==> config.mk <==
export PLATFORM = sky130hd
export DESIGN_NAME = sha_nonce_search
export DESIGN_NICKNAME = d
export VERILOG_FILES = /design/src/rtl/sha_nonce_search.sv
export SDC_FILE = /design/constraint.sdc
export NUM_CORES = 2
export LEC_CHECK = 0
export BUFFER_PORTS_ARGS = -buffer_cell sky130_fd_sc_hd__buf_2
export CORE_ASPECT_RATIO = 2
export CORE_UTILIZATION = 49
export DETAILED_ROUTE_END_ITERATION = 10
export PLACE_DENSITY = 0.71
export SLEW_MARGIN = 20
export SYNTH_ARGS = -nofsm -noshare
export SYNTH_HDL_FRONTEND = slang
export SYNTH_SLANG_ARGS = --single-unit
==> constraint.sdc <==
create_clock -name clk -period 10.9 [get_ports clk]
set_clock_uncertainty 0.1 [all_clocks]
set_input_delay 1.635 -clock clk [delete_from_list [all_inputs] [get_ports clk]]
set_output_delay 1.635 -clock clk [all_outputs]
set_load 0.01 [all_outputs]
==> src/rtl/sha_nonce_search.sv <==
// rtl/sha_nonce_search.sv - nonce search controller driving a shared-memory SHA-256 hasher
module sha_nonce_search #(
    parameter int NONCE_IDX  = 19,
    parameter int HASH_WORDS = 8
) (
    input  logic         clk,
    input  logic         rst,
    input  logic         start,
    input  logic [15:0]  header_addr,
    input  logic [15:0]  hash_addr,
    input  logic [31:0]  nonce_start,
    input  logic [31:0]  nonce_count,
    input  logic [255:0] target,
    output logic         hasher_start,
    input  logic         hasher_done,
    output logic         mem_owner,
    output logic         mem_we,
    output logic [15:0]  mem_addr,
    output logic [31:0]  mem_write_data,
    input  logic [31:0]  mem_read_data,
    output logic         busy,
    output logic         done,
    output logic         found,
    output logic [31:0]  found_nonce,
    output logic [31:0]  nonces_tried
);

    localparam logic [15:0] NONCE_OFF = 16'(NONCE_IDX);
    localparam logic [2:0]  K_LAST    = 3'(HASH_WORDS - 1);

    typedef enum logic [3:0] {
        IDLE,
        WR_NONCE,
        START_H,
        WAIT_BUSY,
        WAIT_DONE,
        RD_ADDR,
        RD_DATA,
        CHECK,
        FINISH
    } state_t;

    state_t         state_q;
    state_t         state_d;

    logic [15:0]    header_addr_q;
    logic [15:0]    hash_addr_q;
    logic [255:0]   target_q;
    logic [31:0]    nonce_q;
    logic [31:0]    remaining_q;
    logic [2:0]     k_q;
    logic [31:0]    hash_q [HASH_WORDS];
    logic [255:0]   hash_vec;
    logic           hit;

    // h0 lands in the most significant word so the compare is a plain unsigned 256-bit one
    always_comb begin
        hash_vec = '0;
        for (int i = 0; i < HASH_WORDS; i++) begin
            hash_vec[255 - 32 * i -: 32] = hash_q[i];
        end
    end

    assign hit = (hash_vec < target_q);

    // state register; reset aborts any search and releases memory and hasher
    always_ff @(posedge clk) begin
        if (rst) begin
            state_q <= IDLE;
        end else begin
            state_q <= state_d;
        end
    end

    // next-state decode and per-state memory/hasher strobes
    always_comb begin
        state_d        = state_q;
        hasher_start   = 1'b0;
        mem_owner      = 1'b0;
        mem_we         = 1'b0;
        mem_addr       = '0;
        mem_write_data = '0;
        busy           = 1'b1;
        done           = 1'b0;
        case (state_q)
            IDLE: begin
                busy = 1'b0;
                if (start) begin
                    state_d = (nonce_count == 32'd0) ? FINISH : WR_NONCE;
                end
            end
            WR_NONCE: begin
                mem_owner      = 1'b1;
                mem_we         = 1'b1;
                mem_addr       = header_addr_q + NONCE_OFF;
                mem_write_data = nonce_q;
                state_d        = START_H;
            end
            START_H: begin
                hasher_start = 1'b1;
                state_d      = WAIT_BUSY;
            end
            // the hasher's done idles high, so first see it drop before waiting for it to rise
            WAIT_BUSY: begin
                if (!hasher_done) begin
                    state_d = WAIT_DONE;
                end
            end
            WAIT_DONE: begin
                if (hasher_done) begin
                    state_d = RD_ADDR;
                end
            end
            RD_ADDR: begin
                mem_owner = 1'b1;
                mem_addr  = hash_addr_q + 16'(k_q);
                state_d   = RD_DATA;
            end
            // keep owning the memory while the registered read data returns
            RD_DATA: begin
                mem_owner = 1'b1;
                mem_addr  = hash_addr_q + 16'(k_q);
                state_d   = (k_q == K_LAST) ? CHECK : RD_ADDR;
            end
            CHECK: begin
                if (hit || remaining_q == 32'd1) begin
                    state_d = FINISH;
                end else begin
                    state_d = WR_NONCE;
                end
            end
            FINISH: begin
                busy    = 1'b0;
                done    = 1'b1;
                state_d = IDLE;
            end
            default: begin
                state_d = IDLE;
            end
        endcase
    end

    // search bookkeeping: latched job, current nonce, budget and results
    always_ff @(posedge clk) begin
        if (rst) begin
            header_addr_q <= '0;
            hash_addr_q   <= '0;
            target_q      <= '0;
            nonce_q       <= '0;
            remaining_q   <= '0;
            k_q           <= '0;
            found         <= 1'b0;
            found_nonce   <= '0;
            nonces_tried  <= '0;
        end else begin
            case (state_q)
                IDLE: begin
                    if (start) begin
                        header_addr_q <= header_addr;
                        hash_addr_q   <= hash_addr;
                        target_q      <= target;
                        nonce_q       <= nonce_start;
                        remaining_q   <= nonce_count;
                        found         <= 1'b0;
                        found_nonce   <= '0;
                        nonces_tried  <= '0;
                    end
                end
                WAIT_DONE: begin
                    k_q <= '0;
                end
                RD_DATA: begin
                    k_q <= k_q + 3'd1;
                end
                CHECK: begin
                    nonces_tried <= nonces_tried + 32'd1;
                    if (hit) begin
                        found       <= 1'b1;
                        found_nonce <= nonce_q;
                    end else begin
                        remaining_q <= remaining_q - 32'd1;
                        nonce_q     <= nonce_q + 32'd1;
                    end
                end
                default: begin
                end
            endcase
        end
    end

    // hash word capture; contents are only meaningful once all eight words are in
    always_ff @(posedge clk) begin
        if (state_q == RD_DATA) begin
            hash_q[k_q] <= mem_read_data;
        end
    end

endmodule

# Word level (Yosys, flattened, before mapping)

Memories as Yosys holds them, arrays and structs flattened.
Index checks and enable logic that the tools add are counted.

Bits in registers: 424
Memory bits (writable): 256
Bits of input ports: 388
Output and inout port bits: 118
Word-level logic and storage cells: 76
Memories: 1

Add/sub/neg operators: 6
$lt $le $gt $ge: 1
Equal/unequal tests: 15
Muxes and demuxes: 30
Reduce and logical (&&, ||, !) cells: 13

Memory list:

| memory | depth | width | read ports | clocked after Yosys merged registers in | write ports | RTL line | text |
|---|---|---|---|---|---|---|---|
| hash_q | 8     | 32    | 8          | 0                                       | 1           | 52       | `logic [31:0] hash_q [HASH_WORDS];` |

Operators by type and width:

| cell                                                  | number |
|---|---|
| less-than comparator 256 bit                          | 1 |
| case mux 32 bit (2 select lines)                      | 4 |
| 2-to-1 mux 32 bit                                     | 7 |
| adder 32 x 1 -> 32 bit (second input constant)        | 2 |
| equality test 32 x 1 -> 1 bit (second input constant) | 1 |
| zero test 32 bit                                      | 1 |
| case mux 16 bit (2 select lines)                      | 1 |
| case mux 4 bit (8 select lines)                       | 1 |
| subtractor 32 x 1 -> 32 bit (second input constant)   | 1 |
| 2-to-1 mux 4 bit                                      | 5 |
| adder 16 x 3 -> 16 bit                                | 1 |
| adder 16 x 5 -> 16 bit (second input constant)        | 1 |
| equality test 4 x 3 -> 1 bit (second input constant)  | 4 |
| != test 2 bit (second input constant)                 | 5 |
| 2-to-1 mux 1 bit                                      | 9 |
| AND reduction 3 bit                                   | 3 |
| equality test 4 x 2 -> 1 bit (second input constant)  | 2 |
| case mux 3 bit (2 select lines)                       | 1 |
| equality test 4 x 1 -> 1 bit (second input constant)  | 1 |
| equality test 4 bit (second input constant)           | 1 |
| zero test 4 bit                                       | 1 |
| AND reduction 2 bit                                   | 2 |
| nonzero test 2 bit                                    | 2 |
| OR reduction 2 bit                                    | 2 |
| other kinds (6)                                       | 6 |

# Longest topological paths before layout

Word-level depth: 4
Gate-level depth with buffers: 14
Depth with buffers taken out: 12

# Worst setup path before layout

Ideal clock, no wire load.

Kind: register to register
From: reg state_q[0]
To: mem hash_q[0][0], enable pin
Library setup time: 0.461 ns
Data arrival time: 3.235 ns
Required time: 10.339 ns
Slack: 7.105 ns
Cell stages (with the launch flop): 5
Path buffers: 1
Period minus slack after synthesis: 3.795 ns
Path through: dfxtp_1 > clkbuf_1 > nor2_1 > nand4b_1 > nor3_1

Cells in the longest elaborated chain, start to end: 3

Ends and longest elaborated chain:

| item                                   | RTL line | text |
|---|---|---|
| start: declaration                     | 43       | `state_t state_q;` |
| start signal: assignment               | 71       | `state_q <= state_d;` |
| equality test 4 x 3 -> 1 bit           | 193      | `if (state_q == RD_DATA) begin` |
| 2-to-1 mux 1 bit                       | 193      |  |
| 2-to-1 mux 1 bit (implied by the code) | 194      | `hash_q[k_q] <= mem_read_data;` |
| end: declaration                       | 52       |  |

Every way passes these cells.

# Worst setup path in the final report

From: reg k_q[1]
To: out mem_addr[11]

Cells in the longest elaborated chain, start to end: 2

Ends and longest elaborated chain:

| item                             | RTL line | text |
|---|---|---|
| start: declaration               | 51       | `logic [2:0] k_q;` |
| start signal: assignment         | 173      | `k_q <= k_q + 3'd1;` |
| adder 16 x 3 -> 16 bit           | 116, 122 |  |
| case mux 16 bit (2 select lines) | 85       | `case (state_q)` |
| end: declaration                 | 18       | `output logic [15:0] mem_addr,` |

Every way passes these cells.

==> metrics.md <==
| Metric | Value |
|---|---|
| Outcome | finished clean |
| Maximum clock rate | 219 MHz |
| Kind of launch point of the worst setup path | flip-flop |
| Setup repair bufs after CTS | 0 |
| Die ar. | 66200 um2 |
| Most frequently used cell type in the post-synthesis netlist | sky130_fd_sc_hd__nand2_1 |
| Critical Path End Type | output pin |
| P&R area growth vs syn | 17.4% |
| Dominant combinational cell family by area after synthesis | simple AND/OR/NAND/NOR gates |
| Detailed placer's ending HPWL | 74000 um |
| TritonCTS clock tree | yes |
| Number of distinct library cells after synthesis | 76 |
| Clock Tree Buf Depth | 3 |
| Minimum clock period | 4.57 ns |
| Cells after synthesis | 3517 |
| XOR/XNOR Fraction of Synth Area | 0.00878 |
| Critical path type | flip-flop to output pin |
| Synth area leaders | sky130_fd_sc_hd__dfxtp_1 (27%), sky130_fd_sc_hd__edfxtp_1 (24%), sky130_fd_sc_hd__ha_1 (10%), sky130_fd_sc_hd__nand2_1 (9.3%), sky130_fd_sc_hd__a21oi_1 (7.7%) |
| Resize count post-CTS | 0 |
| Tcrit/Tclk final | 0.419 |
| Antenna Violating Nets Remaining | 0 |
| Logic pwr share | 0.130 |
| Initial detailed-routing violation count | 1794 |
| Global placement routability congestion | 0.940 |
| Ordered cell list for the critical path | ha_1 -> a21o_1 -> a21oi_1 -> nor2b_1 -> nor2b_1 -> xnor2_1 -> o22ai_1 -> buf_2 |
| Prevailing post-synth register cell | sky130_fd_sc_hd__dfxtp_1 |
| Layout Utilization | 0.580 |
| Combined global-route utilization of all metal layers | 0.306 |
| Sequential power share | 0.467 |
| Clock transition at the register clock pins on the worst setup and hold paths after CTS | 0.07 ns |
| Post-cts hold buffer count | 0 |
| Clock Root Buffer | sky130_fd_sc_hd__clkbuf_16 |
| Wire length of the first global-routing pass | 152000 um |
| Critical Path Max Stage Delay | 0.62 ns |
| Die X-Extent | 182 um |
| Synth async-reset ratio | 0 |
| Synth top cells by count | sky130_fd_sc_hd__nand2_1 (789), sky130_fd_sc_hd__a21oi_1 (492), sky130_fd_sc_hd__dfxtp_1 (424) |
| Hold Vio Cnt, Final | 0 |
| Clk network pwr share | 0.403 |
| Post-synthesis average cell area | 9.07 um2 |
| Area of combinational cells with multiple inputs | 14000 um2 |
| Clock tree sinks | 680 |
| Yosys warns | 0 |
| Fraction of layout cells with a size suffix above 1 | 0.170 |
| VDD IR max | 0.000154 V |
| Routed wirelength normalized by instance count | 21.0 um |
| Sum of met2 wire segment lengths after detailed routing | 50400 um |
| Worst setup slack after layout | 6.33 ns |
| Leakage | 14.5 nW |
| Site row count | 132 |
| Routed vias/inst | 5.62 |
| Adder and majority gate portion of the synthesized area | 0.105 |
| Fraction of power spent switching nets | 0.267 |
| Fill cell total of the finished layout | 5849 |
| Area of the placeable core | 64600 um2 |
| Fin cells | 4882 |
| Setup TNS after final layout | 0 ns |
| Worst-case setup slack after placement | 5.70 ns |
| Worst-Margin Slew | 1.06 ns |
| Max stage delay cell, worst path | sky130_fd_sc_hd__dfxtp_1 |
| Slew margin rel. | 0.291 |
| Design internal power | 4.47 mW |
| Y dimension of the die | 363 um |
| Number of flops mapped to enable cells by yosys | 256 |
| Global route overflow | 0 |
| Number of detailed-route iterations in the first pass | 7 |
| Count of vias placed by the detailed router | 27400 |
| TritonCTS Buffers | 61 |
| Number of antenna violations at the first check in global routing | 40 |
| Area fraction of the dominant cell type after synthesis | 0.266 |
| Cell Count Post-Placement | 4751 |
| Largest area contributor in the netlist | sky130_fd_sc_hd__dfxtp_1 |
| Maximum Capacitance Violations | 0 |
| Crit path DAT | 2.83 ns |
| Final count of negative-setup-slack endpoints | 0 |
| Count of boundary I/O pins | 506 |
| PwrDens | 163 nW/um2 |
| Pin count of the biggest net entering global routing | 196 |
| Clock latency at the later pin of the worst-skew pair | 0.66 ns |
| Cell Area, Synth | 31900 um2 |
| Maximum fanout encountered on the critical timing path | 9 |
| Class of the worst hold path | flip-flop to flip-flop |
| Required time at the worst-slack endpoint | 9.17 ns |
| Met1 layer wirelength in the final routing | 35800 um |
| Via count of the first global-routing pass | 26900 |
| Max layer used | met5 |
| Area occupied by registers | 16200 um2 |
| Final Routed Wirelength | 102000 um |
| Number of nets in the layout | 4597 |
| Register area share after synthesis | 0.507 |
| Count of pins over their slew limit | 0 |
| Maximum level of the CTS H-tree | 2 |
| Share of synthesized area spent on multiplexers | 0.00404 |
| Share of the synthesized area in compound gates (AO/OA/AOI/OAI) | 0.139 |
| Initial Util | 0.494 |
| Post-Synth Simple-Gate Area | 0.181 |
| Number of design rule violations left after detail routing | 0 |
| Switching pwr | 1.62 mW |
| Library cell appearing most often on the critical path | sky130_fd_sc_hd__nor2b_1 |
| RSZ-0062 raised after global routing | no |
| Syn_nets | 4171 |
| Register bit total from synthesis | 680 |
| Total length of routed met3 wires | 8410 um |
| Count of input and output buffers | 505 |
==> power groups by stage <==
| stage | combinational, mW | clock, mW | sequential (mW) |
|---|---|---|---|
| 3_3_place_gp | 0.772 | 0 | 2.89 |
| 2_1_floorplan | 0.499 | 0 | 2.86 |
| 4_1_cts | 0.795 | 2.49 | 2.84 |
| 3_5_place_dp | 0.789 | 0 | 2.89 |
| 6_report | 0.793 | 2.45 | 2.84 |
| 5_1_grt | 0.881 | 2.57 | 2.86 |
==> routing by layer <==
metal	vias up	track usage
li1	13100	-
met1	12800	0.317
met2	1120	0.539
met3	393	0.0797
met4	58	0.203
met5	-	0
==> registers in the layout, indices dropped and copies added (netlist names) <==
| signal | cells |
|---|---|
| found | 1 |
| found_nonce | 32 |
| hash_addr_q | 16 |
| hash_q | 256 |
| header_addr_q | 16 |
| k_q | 3 |
| nonce_q | 32 |
| nonces_tried | 32 |
| remaining_q | 32 |
| state_q | 4 |
| target_q | 256 |
==> worst max-delay path: cells and delay by family, from the launching register on <==
kind / cells / cell delay, ns
AOI/OAI and AO/OA: 3 / 0.58
xor gates and xnor gates: 1 / 0.13
adders and majority gates: 1 / 0.33
buffers and inverters: 1 / 0.16
DFF: 1 / 0.62
and+or+nand+nor: 2 / 0.34
==> area by class of cell <==
cell class,instances,area share
tap,871,0.0291
clock inverter,35,0.0143
inverter,288,0.0289
antenna,15,0.00100
multi-input combinational,2378,0.375
clock buffer,81,0.0463
sequential,680,0.432
timing repair buffer,534,0.0739
==> stage by stage <==
step	cell area [um2]	total power, mW	hold slack [ns]
floorplan	31900	3.36	0.336
detailed placement	35100	3.68	0.346
CTS	37400	6.12	0.356
global route	37400	6.31	0.371
finish	37500	6.09	0.354
global placement	35100	3.66	0.342
==> logic make-up after synthesis <==
family                     after synthesis
muxes                                   12
buffers and inverters                  459
xor gates and xnor gates                32
adders and majority gates              266
AOI/OAI and AO/OA                      776
and+or+nand+nor                       1292
DFF                                    680
==> final timing paths <==
kind | slack (ns) | cells past startpoint | from | end
setup / recovery | 6.33 | 8 | k_q[1]$_SDFFE_PP0P_ | mem_addr[11]
hold / removal | 0.35 | 2 | target_q[237]$_SDFFE_PP0P_ | target_q[237]$_SDFFE_PP0P_
setup reg to reg | 6.38 | 8 | state_q[2]$_SDFFE_PP0P_ | target_q[131]$_SDFFE_PP0P_
hold reg to reg | 0.35 | 2 | target_q[237]$_SDFFE_PP0P_ | target_q[237]$_SDFFE_PP0P_
==> cell usage in the layout, fill, tap and decap left out, types with 11 or more instances in the layout <==
master,netlist,layout
sky130_fd_sc_hd__nand4_1,71,71
sky130_fd_sc_hd__a311oi_1,14,14
sky130_fd_sc_hd__nor2_1,140,133
sky130_fd_sc_hd__nor4_1,24,23
sky130_fd_sc_hd__nand3_1,64,62
sky130_fd_sc_hd__nand3b_1,33,33
sky130_fd_sc_hd__o21ai_0,97,97
sky130_fd_sc_hd__a221oi_1,16,16
sky130_fd_sc_hd__buf_2,13,504
sky130_fd_sc_hd__xnor2_1,16,16
sky130_fd_sc_hd__inv_1,287,287
sky130_fd_sc_hd__dfxtp_1,424,424
sky130_fd_sc_hd__o21a_1,12,12
sky130_fd_sc_hd__a21oi_1,492,492
sky130_fd_sc_hd__and3_1,47,45
sky130_fd_sc_hd__o211ai_1,12,12
sky130_fd_sc_hd__clkinv_2,0,11
sky130_fd_sc_hd__or3_1,16,16
sky130_fd_sc_hd__a21o_1,12,12
sky130_fd_sc_hd__clkbuf_16,0,64
sky130_fd_sc_hd__bufinv_16,0,14
sky130_fd_sc_hd__xor2_1,16,16
sky130_fd_sc_hd__a211oi_1,15,15
sky130_fd_sc_hd__nor3_1,50,48
sky130_fd_sc_hd__nand2_1,789,789
sky130_fd_sc_hd__edfxtp_1,256,256
sky130_fd_sc_hd__and4_1,14,14
sky130_fd_sc_hd__ha_1,265,265
sky130_fd_sc_hd__a31oi_1,14,14
sky130_fd_sc_hd__buf_4,2,28
sky130_fd_sc_hd__o22ai_1,18,18
sky130_fd_sc_hd__diode_2,0,15
No activity file was read; power rests on OpenSTA's default activity.
